--- src/rtl/pipe_seg_hs.sv ---
// Pipeline segment register with valid/ready handshake between front-end stages.
// Optional two-entry skid keeps in_ready registered so ready never ripples across stages.
module pipe_seg_hs #(
   parameter int unsigned DATA_W        = 32,
   parameter bit          SKID_EN       = 1'b1,
   parameter bit          ZERO_ON_FLUSH = 1'b1
) (
   input  logic              i_clk,
   input  logic              i_resetn,
   input  logic              i_flush,
   input  logic              i_in_valid,
   output logic              o_in_ready,
   input  logic [DATA_W-1:0] i_in_data,
   output logic              o_out_valid,
   input  logic              i_out_ready,
   output logic [DATA_W-1:0] o_out_data,
   output logic [1:0]        o_occ
);

   typedef enum logic [1:0] {
      StEmpty = 2'd0,
      StOne   = 2'd1,
      StTwo   = 2'd2
   } state_e;

   if (SKID_EN) begin : g_skid
      state_e            r_state;
      logic              r_in_ready;
      logic              r_out_valid;
      logic [DATA_W-1:0] r_main;
      logic [DATA_W-1:0] r_skid;
      logic              w_accept;
      logic              w_pop;

      assign w_accept = i_in_valid & r_in_ready;
      assign w_pop    = r_out_valid & i_out_ready;

      // in_ready and out_valid are kept as registers alongside the state so no
      // output depends combinationally on any input.
      always_ff @(posedge i_clk) begin
         if (!i_resetn) begin
            r_state     <= StEmpty;
            r_in_ready  <= 1'b1;
            r_out_valid <= 1'b0;
            r_main      <= '0;
            r_skid      <= '0;
         end else if (i_flush) begin
            r_state     <= StEmpty;
            r_in_ready  <= 1'b1;
            r_out_valid <= 1'b0;
            if (ZERO_ON_FLUSH) begin
               r_main <= '0;
               r_skid <= '0;
            end
         end else begin
            unique case (r_state)
               StEmpty: begin
                  if (w_accept) begin
                     r_main      <= i_in_data;
                     r_state     <= StOne;
                     r_out_valid <= 1'b1;
                  end
               end
               StOne: begin
                  if (w_accept && !w_pop) begin
                     r_skid     <= i_in_data;
                     r_state    <= StTwo;
                     r_in_ready <= 1'b0;
                  end else if (w_accept) begin
                     r_main <= i_in_data;
                  end else if (w_pop) begin
                     r_state     <= StEmpty;
                     r_out_valid <= 1'b0;
                  end
               end
               StTwo: begin
                  if (w_pop) begin
                     r_main     <= r_skid;
                     r_state    <= StOne;
                     r_in_ready <= 1'b1;
                  end
               end
               default: begin
                  r_state     <= StEmpty;
                  r_in_ready  <= 1'b1;
                  r_out_valid <= 1'b0;
               end
            endcase
         end
      end

      assign o_in_ready  = r_in_ready;
      assign o_out_valid = r_out_valid;
      assign o_out_data  = r_main;
      assign o_occ       = r_state;
   end else begin : g_single
      logic              r_valid;
      logic [DATA_W-1:0] r_main;
      logic              w_in_ready;
      logic              w_accept;
      logic              w_pop;

      // Combinational ready: a full register can refill in the cycle it drains.
      assign w_in_ready = ~r_valid | i_out_ready;
      assign w_accept   = i_in_valid & w_in_ready;
      assign w_pop      = r_valid & i_out_ready;

      always_ff @(posedge i_clk) begin
         if (!i_resetn) begin
            r_valid <= 1'b0;
            r_main  <= '0;
         end else if (i_flush) begin
            r_valid <= 1'b0;
            if (ZERO_ON_FLUSH) begin
               r_main <= '0;
            end
         end else if (w_accept) begin
            r_main  <= i_in_data;
            r_valid <= 1'b1;
         end else if (w_pop) begin
            r_valid <= 1'b0;
         end
      end

      assign o_in_ready  = w_in_ready;
      assign o_out_valid = r_valid;
      assign o_out_data  = r_main;
      assign o_occ       = {1'b0, r_valid};
   end

endmodule

--- config.mk ---
export PLATFORM = sky130hd
export DESIGN_NAME = pipe_seg_hs
export DESIGN_NICKNAME = d
export VERILOG_FILES = /design/src/rtl/pipe_seg_hs.sv
export SDC_FILE = /design/constraint.sdc
export NUM_CORES = 1
export LEC_CHECK = 0
export ABC_CLOCK_PERIOD_IN_PS = 2000
export BUFFER_PORTS_ARGS = -buffer_cell sky130_fd_sc_hd__buf_4
export CORE_ASPECT_RATIO = 0.5
export CORE_MARGIN = 4
export CORE_UTILIZATION = 45
export DETAILED_ROUTE_END_ITERATION = 10
export PLACE_DENSITY = 0.69
export SYNTH_ARGS = -nofsm -noshare
export SYNTH_HDL_FRONTEND = slang
export SYNTH_SLANG_ARGS = --single-unit
--- constraint.sdc ---
create_clock -name i_clk -period 2 [get_ports i_clk]
set_input_delay 0.3 -clock i_clk [delete_from_list [all_inputs] [get_ports i_clk]]
set_output_delay 0.3 -clock i_clk [all_outputs]
set_load 0.005 [all_outputs]
---- Yosys cells after proc, flatten, opt, wreduce, memory -nomap -nowiden ----
Index checks and enable logic that the tools add are counted.
operators by class
  mux-type cells .......................... 18
  reductions and logical operators ........ 10
  equal/unequal tests ..................... 10
  bitwise operators ....................... 5
operators with widths
  operator              count
  $mux W32              3
  $pmux W32 S3          1
  $ne A2 B2 Y1 const B  6
  $mux W2               5
  $mux W1               6
  $ne A3 B3 Y1 const B  2
  $pmux W1 S3           2
  $pmux W2 S3           1
  $reduce_and A3 Y1     2
  $reduce_and A5 Y1     1
  $reduce_and A4 Y1     1
  $not A1 Y1            3
  $reduce_bool A3 Y1    1
  $and A1 B1 Y1         2
  $eq A2 B1 Y1 const B  1
  $eq A2 B2 Y1 const B  1
  $logic_not A2 Y1      1
  $reduce_and A2 Y1     1
  $reduce_or A2 Y1      1
  $logic_and A1 B1 Y1   1
  $logic_not A1 Y1      1
word-level totals
  bits in registers ....................... 68
  bits of input ports ..................... 37
  logic and storage cells ................. 48

---- Longest topological paths before layout ----
Gate-level depths: netlist of the first run.
  word-level depth ........................ 5
  mapped depth ............................ 7
  mapped depth without buffers ............ 4

---- Worst setup path after synthesis of the first run ----
OpenSTA, ideal clock, no wires.
  kind .................................... flip-flop to flip-flop
  start point ............................. register g_skid.r_state[0] (netlist: o_occ[0])
  end point ............................... register g_skid.r_main[10] (netlist: o_out_data[10])
  path slack .............................. 0.501 ns
  buffers on the path ..................... 3
  period minus slack after synthesis ...... 1.499 ns
  library setup time ...................... 0.081 ns
  arrival ................................. 1.418 ns
  cell stages (with the launch flop) ...... 8
  path through ............................ dfxtp_1 > nand2b_1 > buf_6 > o22ai_4 > or2_1 > buf_2 > buf_6 > a211oi_2
on the way
  longest elaborated chain between the ends .. 3
  elaborated cells on any way between the ends .. 8
  classes of those cells .................. 4 x eq/ne; 1 x mux; 3 x reduce/logical
RTL lines
  element                                                       RTL line  RTL
  start, declared                                               27        state_e r_state;
  start signal, assigned                                        42        r_state <= StEmpty;
  start signal, assigned                                        48        r_state <= StEmpty;
  start signal, assigned                                        60        r_state <= StOne;
  $eq A2 B1 Y1 (tied with other cells)                          56        unique case (r_state)
  $ne A2 B2 Y1 (no line) or $reduce_bool A3 Y1 (tied branches)  n/a
  $reduce_and A3 Y1 (no line)                                   n/a
  end signal, assigned                                          59        r_main <= i_in_data;
  end signal, assigned                                          70        r_main <= i_in_data;
  end signal, assigned                                          78        r_main <= r_skid;
  end, declared                                                 30        logic [DATA_W-1:0] r_main;
Parallel ways exist; a longest one is shown, timed or not.
A chain may end at the register's enable or synchronous reset.

---- Worst setup path after layout of the first run ----
  start point ............................. register g_skid.r_state[0] (netlist: o_occ[0])
  end point ............................... register g_skid.r_skid[25]
on the way
  longest elaborated chain between the ends .. 2
RTL lines
  element                      RTL line  RTL
  $eq A2 B1 Y1                 56
  $reduce_and A2 Y1 (no line)  n/a
  end signal, assigned         66        r_skid <= i_in_data;
  end, declared                31        logic [DATA_W-1:0] r_skid;
Every way passes these cells.

==> flow_summary.yaml, run 1 <==
global_routing:
  track_usage_pct: 18.9
  use_met2_pct: 33.5
  antenna_found_initial: 0
  met1_usage_pct: 22.5
  grt_pass1_wl_um: 11900
  grt_max_degree: 67
  grt_pass1_vias: 2542
  grtUsageMet3_pct: 5.33
  grt_busiest_layer: "met2"
  gr-total-overflow: 0
clock_network:
  cts_root_buf: "clkbuf_16"
  cts_tree: "yes"
  htree_levels: 3
  ctsResizeCount: 0
  hold_buffers: 0
  clkTransAtPathRegs_ns: 0.05
  cts_made_buffers: 9
  cts_setup_buffers: 0
  clkSinkCount: 68
  clk_latency_ns: 0.32
  cts.path.max_buffers: 2
critical_path:
  end_kind: "register"
  r2r-start: "o_occ[0]"
  cp_data_arrival_time_ns: 1.95
  required_ns: 2.25
  crit_type: "register to register"
  cp_max_fo: 32
  regToRegSetupSlack_ns: 0.30
  cp-startpoint: "o_occ[0]"
  crit_path_start_kind: "register"
synthesis:
  synth_warnings: 0
  syn_nets: 351
  synth_flop_cell: "dfxtp_1"
  synth-async-reset-ratio_pct: 0
  yosysUniqueCellTypes: 27
  synth_top_area_cell: "dfxtp_1"
  synth_top_area_share_pct: 46.1
  ys_seq_area_share_pct: 46.1
  syn-instance-count: 314
  avgSynthCellArea_um2: 9.40
  ys_ff_latch: 68
  syn_area_um2: 2950
  synth_edf_count: 0
  synth.area.top_cells: "dfxtp_1 (46%), a211oi_2 (13%), mux2i_1 (11%)"
detailed_routing:
  via_per_inst: 5.33
  ant_nets: 0
  route.detailed.drc: 0
  dr_total_vias: 2511
  drt_iter0_drc: 162
  dr.pass1.iters: 4
  wire_per_inst_um: 15.4
  drt-total-wl_um: 7240
placed_design:
  place.gp.congestion: 0.705
  port_buffers: 72
  dpl.hpwl_um: 4590
  placedCellCount: 455
  place_ws_ns: 0.331
  dpl_cell_area_um2: 3540
power_and_ir_drop:
  switchingPower_uw: 804
  power_frac_clock_pct: 47.8
  seqPwrFrac_pct: 41.1
  p_leak_nw: 1.68
  combPwrFrac_pct: 11.1
  swShare_pct: 23.2
  p_int_mw: 2.66
  vdd_ir_drop_max_mv: 0.460
  power-per-cell-area_nw_per_um2: 897
timing:
  fin_ws_ns: 0.303
  setup_viol: 0
  whs_ns: 0.219
  fin_crit_ns: 1.70
  slew_violations: 0
  period_share_pct: 84.9
  finClkSkew_ns: 0.00324
  hold_viol_final: 0
  slew_headroom_pct: 71.2
  worst_pin_slew_ns: 0.432
  grt_setup_unrepaired: "no"
  tns_ns: 0
  fmax_mhz: 589
final_layout:
  area_delta_synth_final_pct: 30.8
  final_net_count: 415
  num_antenna_cells: 0
  layout_commonest_cell: "buf_4"
  final_cells: 471
  drive_above_1_share_pct: 34.5
  fillers: 554
  multiInputGateArea_um2: 1450
  stdcell_area_um2: 3860
  final_cell_mix: "buf_4 (80), dfxtp_1 (68), nand2_1 (67)"
  seq_area_um2: 1360
floorplan:
  rows: 20
  die_w_um: 123
  core_um2: 6210
  io_pins: 73
  die_y_um: 65.3
  die_area_um2: 8000
  start_util_pct: 47.6
outcome:
  status: "complete, no violations"
run:
  max-cap-violations: 0
worst_hold_path:
  min_path_type: "input port to register"
  worstHoldStart: "i_flush"
[final cells by class]
type | instances | area share, %
Clock buffer | 9 | 5.83
Clock inverter | 7 | 2.37
Inverter | 1 | 0.0972
Multi-Input combinational cell | 217 | 37.5
Sequential cell | 68 | 35.3
Tap cell | 88 | 2.85
Timing Repair Buffer | 81 | 16.1
[power groups by stage]
stage	combinational, mW	clock (mW)	sequential (mW)
3_3_place_gp	0.375	0	1.45
2_1_floorplan	0.221	0	1.45
3_5_place_dp	0.386	0	1.45
6_report	0.383	1.66	1.42
4_1_cts	0.388	1.68	1.42
5_1_grt	0.422	1.75	1.43
[sequential cells by signal, summed over array words and instances (netlist names)]
name,count
o_out_data,32
g_skid.r_skid,32
o_out_valid,1
o_occ,2
o_in_ready,1
[worst paths after layout]
kind | endpoint | cells past startpoint
max | g_skid.r_skid[25] | 5
min | o_in_ready | 3
max reg2reg | g_skid.r_skid[25] | 5
min reg2reg | g_skid.r_skid[15] | 2
[Yosys cell counts (all sizes together) (4+ instances only)]
cell    number
nor3        32
a211oi      32
dfxtp       68
buf         13
clkbuf      15
mux2i       32
nand2b       4
a21oi       36
nand2       67
[per-stage QoR]
stage	power, mW	utilization, %
after CTS	3.49	62.2
after global placement	1.83	57.1
after global routing	3.60	62.2
after detailed placement	1.84	57.1
final	3.47	62.2
after floorplan	1.67	-
[logic make-up (layout without fill, tap and decap cells)]
group	count (synthesis)	count (layout)	share of synthesized area (%)
compound gates	74	74	21.2
buf+inv	29	98	5.04
simple gates	111	111	16.7
flops	68	68	46.1
mux	32	32	10.9
[critical path, cell delays in order (launching register included)]
cell and delay [ns]:
dfxtp_1 0.46, a21boi_1 0.31, and4b_1 0.23, buf_4 0.35, nand2_1 0.13, a21oi_1 0.15
[layer usage]
layer	wire length [µm]	vias to the layer above
met4	59	0
met5	0	-
li1	-	1241
met1	3250	1203
met2	3610	61
met3	321	6
Note: power is estimated with default switching activity, not from simulation.
==> run 2, diff against run 1 <==
Settings changed: ABC_CLOCK_PERIOD_IN_PS 2000 to 1400, PLACE_DENSITY 0.69 to 0.72.
Clock period 2 ns to 1.4 ns, I/O delays scaled along.
==> run 2 against run 1 <==
Against the previous run:
- global-route usage up 1.3 points
- largest power group unchanged
- routed wire length grew 5.5%
- critical path type unchanged
- maximum frequency is 22% higher
- power rose by 38%
==> flow_summary.yaml, run 2 (same netlist as run 1, synthesis figures left out) <==
outcome:
  status: "complete, no violations"
detailed_routing:
  route.detailed.drc: 0
  via_per_inst: 5.32
  dr.pass1.iters: 4
  dr_total_vias: 2581
  ant_nets: 0
  drt_iter0_drc: 128
  wire_per_inst_um: 15.7
  drt-total-wl_um: 7640
global_routing:
  grt_pass1_vias: 2468
  grt_pass1_wl_um: 12300
  track_usage_pct: 20.1
  gr-total-overflow: 0
  grt_max_degree: 67
  antenna_found_initial: 0
worst_hold_path:
  min_path_type: "input port to register"
power_and_ir_drop:
  power_mw: 4.78
  vdd_ir_drop_max_mv: 0.589
  p_leak_nw: 1.76
  power-per-cell-area_nw_per_um2: 1190
final_layout:
  seq_area_um2: 1370
  fillers: 519
  area_delta_synth_final_pct: 36.5
  final_cell_mix: "buf_4 (84), nand2_1 (67), dfxtp_1 (66)"
  multiInputGateArea_um2: 1470
  drive_above_1_share_pct: 37.0
  num_antenna_cells: 0
  stdcell_area_um2: 4030
  final_net_count: 429
  layout_commonest_cell: "buf_4"
critical_path:
  required_ns: 1.65
  cp_data_arrival_time_ns: 1.64
  cp_max_fo: 11
  crit_type: "register to register"
  end_kind: "register"
  cp_cell_sequence: "nand3b_1, o22ai_4, or2_4, buf_12, a211oi_1"
  crit_path_start_kind: "register"
  cpPeakStageDelay_ns: 0.37
  cp_slowest_cell: "dfxtp_4"
timing:
  hold_viol_final: 0
  fmax_mhz: 719
  tns_ns: 0
  slew_violations: 0
  worst_pin_slew_ns: 0.367
  finClkSkew_ns: 0.00615
  slew_headroom_pct: 75.5
  fin_ws_ns: 0.00884
  grt_setup_unrepaired: "yes"
  period_share_pct: 99.4
  whs_ns: 0.120
  setup_viol: 0
  fin_crit_ns: 1.39
floorplan:
  die_y_um: 65.3
  rows: 20
  core_um2: 6210
  die_w_um: 123
  die_area_um2: 8000
  start_util_pct: 47.6
  io_pins: 73
placed_design:
  place_ws_ns: -0.0353
  port_buffers: 72
  dpl.hpwl_um: 5090
  place.gp.congestion: 0.789
  dpl_cell_area_um2: 3640
clock_network:
  cts_tree: "yes"
  htree_levels: 3
  clk_latency_ns: 0.33
  cts_root_buf: "clkbuf_16"
  clkSinkCount: 68
  cts_made_buffers: 9
  clkTransAtPathRegs_ns: 0.05
  hold_buffers: 0
  cts.path.max_buffers: 2
run:
  max-cap-violations: 0
## run 2: final timing paths
path / endpoint / start / slack (ns) / cells after the start
worst max-delay path: o_out_data[0] / o_occ[1] / 0.009 / 5
worst max register to register: o_out_data[0] / o_occ[1] / 0.009 / 5
worst min register to register: g_skid.r_skid[14] / g_skid.r_skid[14] / 0.45 / 2
worst min-delay path: o_in_ready / i_flush / 0.12 / 3
## run 2: worst max-delay path: cells and delay by family, from the launching register on
| kind | cells | cell delay (ns) |
|---|---|---|
| buf+inv | 1 | 0.17 |
| simple gates | 2 | 0.48 |
| compound gates | 2 | 0.29 |
| flops | 1 | 0.37 |
## run 2: layer usage
layer  track usage [%]  part of all wire (%)  routed length, µm
met5                 0                     0                  0
met4              4.60                   1.0                 76
met2              32.1                    46               3520
met1              25.3                    46               3540
met3              8.77                   6.6                507
## run 2: through the flow
step / util (%) / instances
2_1_floorplan: - / 314
3_3_place_gp: 58.7 / 465
3_5_place_dp: 58.7 / 465
4_1_cts: 64.0 / 482
5_1_grt: 64.9 / 485
6_report: 64.9 / 485
## run 2: timing repair
action | in CTS | in global routing
pin swaps | 1 | 2
gates resized for setup | 6 | 10
buffers inserted | 0 | 2
setup endpoints to repair | 49 | 55
cloned | 1 | 1
## run 2: layout make-up
class                           count  area share, %
Multi-Input combinational cell    217           36.4
Clock inverter                      1          0.124
Clock buffer                       15           6.89
Sequential cell                    68           34.0
Tap cell                           88           2.73
Timing Repair Buffer               95           19.8
Inverter                            1         0.0931
## run 2: power by group
part           switching [mW]  internal [mW]  leakage [nW]
sequential             0.0426           2.00         0.554
combinational           0.310          0.306          1.06
clock                   0.783           1.34         0.140
total                    1.14           3.64          1.76
==> run 3, diff against run 2 <==
Settings changed: CORE_ASPECT_RATIO 0.5 to default, CORE_UTILIZATION 45 to 48, PLACE_DENSITY 0.72 to 0.76.
==> run 3 against run 2 <==
Against the previous run:
- the flow now finishes with violations (setup timing)
- hold slack gained 0.0070 ns
- sequential cell count is the same
- sequential power is essentially flat
- core utilization grew 5.1 points
- via count grew 2.0%
- sequential share of layout area shrank 1.1 points
- non-clock buffer count grew 4
- largest power group is now registers
==> flow_summary.yaml, run 3 (same netlist as run 1, synthesis figures left out) <==
detailed_routing:
  dr.pass1.iters: 4
  drt_iter0_drc: 179
  drt-total-wl_um: 7890
  via_per_inst: 5.53
  wire_per_inst_um: 16.6
  route.detailed.drc: 0
  dr_total_vias: 2632
  ant_nets: 0
floorplan:
  die_w_um: 86.4
  start_util_pct: 49.6
  rows: 28
  die_area_um2: 7470
  core_um2: 5960
  io_pins: 73
  die_y_um: 86.4
clock_network:
  cts.path.max_buffers: 2
  clk_latency_ns: 0.33
  cts_made_buffers: 9
  htree_levels: 3
  cts_tree: "yes"
  clkSinkCount: 68
  clkTransAtPathRegs_ns: 0.08
  cts_root_buf: "clkbuf_8"
final_layout:
  area_delta_synth_final_pct: 41.4
  num_antenna_cells: 0
  stdcell_area_um2: 4170
  final_cells: 476
  final_net_count: 433
  final_cell_mix: "buf_4 (81), dfxtp_1 (65), nand2_1 (54)"
  fin_util_pct: 70.1
  drive_above_1_share_pct: 45.4
  layout_commonest_cell: "buf_4"
critical_path:
  cp_slowest_cell: "dfxtp_4"
  crit_type: "register to register"
  cp_cell_sequence: "buf_4, nand2b_4, o22ai_4, or2_4, clkbuf_16, a211oi_2"
  crit_path_start_kind: "register"
  cpPeakStageDelay_ns: 0.35
  cp_data_arrival_time_ns: 1.68
  required_ns: 1.66
  worst-path-buf-inv: 2
  cpLargestDelayFamily: "simple AND/OR/NAND/NOR gates"
  end_kind: "register"
  cp_max_fo: 8
timing:
  worst_pin_slew_ns: 0.355
  finClkSkew_ns: 0.00910
  fin_crit_ns: 1.42
  period_share_pct: 102
  slew_headroom_pct: 76.3
  tns_ns: -0.224
  setup_viol: 27
  hold_viol_final: 0
  fmax_mhz: 703
  grt_setup_unrepaired: "yes"
  fin_ws_ns: -0.0220
  slew_violations: 0
outcome:
  violations: "setup timing"
  status: "finished, violations left"
global_routing:
  antenna_found_initial: 0
  grt_pass1_wl_um: 11800
  grt_pass1_vias: 2494
  gr-total-overflow: 0
  grt_max_degree: 33
  track_usage_pct: 19.9
placed_design:
  dpl.hpwl_um: 4810
  dpl_cell_area_um2: 3680
  placedCellCount: 451
  port_buffers: 72
  place.gp.congestion: 0.787
power_and_ir_drop:
  vdd_ir_drop_max_mv: 0.600
  power-per-cell-area_nw_per_um2: 990
  p_leak_nw: 1.86
worst_hold_path:
  min_path_type: "input port to register"
run:
  max-cap-violations: 0
-- run 3: changes by cell type in the layout (fill, tap and decap cells not counted), moves of 6 or more --
cell       delta
a21oi_1      -15
a21oi_2      +15
nand2_1      -13
nand2_4      +11
clkbuf_8      +7
clkbuf_16     -6
-- run 3: per-stage QoR --
stage	power (mW)	hold slack, ns	setup slack [ns]
floorplan	2.40	0.329	0.00399
global placement	2.65	0.441	-0.00279
detailed placement	2.66	0.447	-0.0313
CTS	4.06	0.110	0.000453
global route	4.29	0.116	-0.114
finish	4.13	0.127	-0.0220
-- run 3: area by class of cell --
class,count,area (µm²)
clock buffer,12,145
clock inverter,4,23.8
fill,439,1780
inverter,1,3.75
multi-input combinational,217,1630
sequential,68,1370
tap,75,93.8
timing repair buffer,99,912
-- run 3: path summary, 6_finish.rpt --
check / from / end / slack [ns] / cells after the start
setup / recovery: o_occ[1] / o_out_data[19] / -0.02 / 6
hold / removal: i_in_data[14] / g_skid.r_skid[14] / 0.13 / 3
setup reg to reg: o_occ[1] / o_out_data[19] / -0.02 / 6
hold reg to reg: g_skid.r_skid[25] / g_skid.r_skid[25] / 0.45 / 2
-- run 3: worst reg2reg max path, stage by stage (launching register included) --
cell	delay (ns)
dfxtp_4	0.35
buf_4	0.14
nand2b_4	0.09
o22ai_4	0.09
or2_4	0.31
clkbuf_16	0.18
a211oi_2	0.21
-- run 3: layer usage --
metal | track usage (%) | routed length, µm | vias to the layer above
met4 | 5.52 | 108 | 0
met1 | 25.7 | 3500 | 1287
met2 | 33.0 | 3870 | 69
met3 | 5.04 | 412 | 8
met5 | 0 | 0 | -
li1 | - | - | 1268
-- run 3: timing repair --
action	in CTS	in global routing
buffers inserted	1	4
hold buffers	0	0
resized for setup	3	53
pin swaps	0	24
endpoints found under the setup margin	59	64
cloned	0	4
-- run 3: power by group --
group	leakage, nW	switching [mW]	internal, mW
Clock	0.0867	0.729	0.688
Sequential	0.554	0.0414	1.99
Combinational	1.22	0.340	0.340
Total	1.86	1.11	3.02
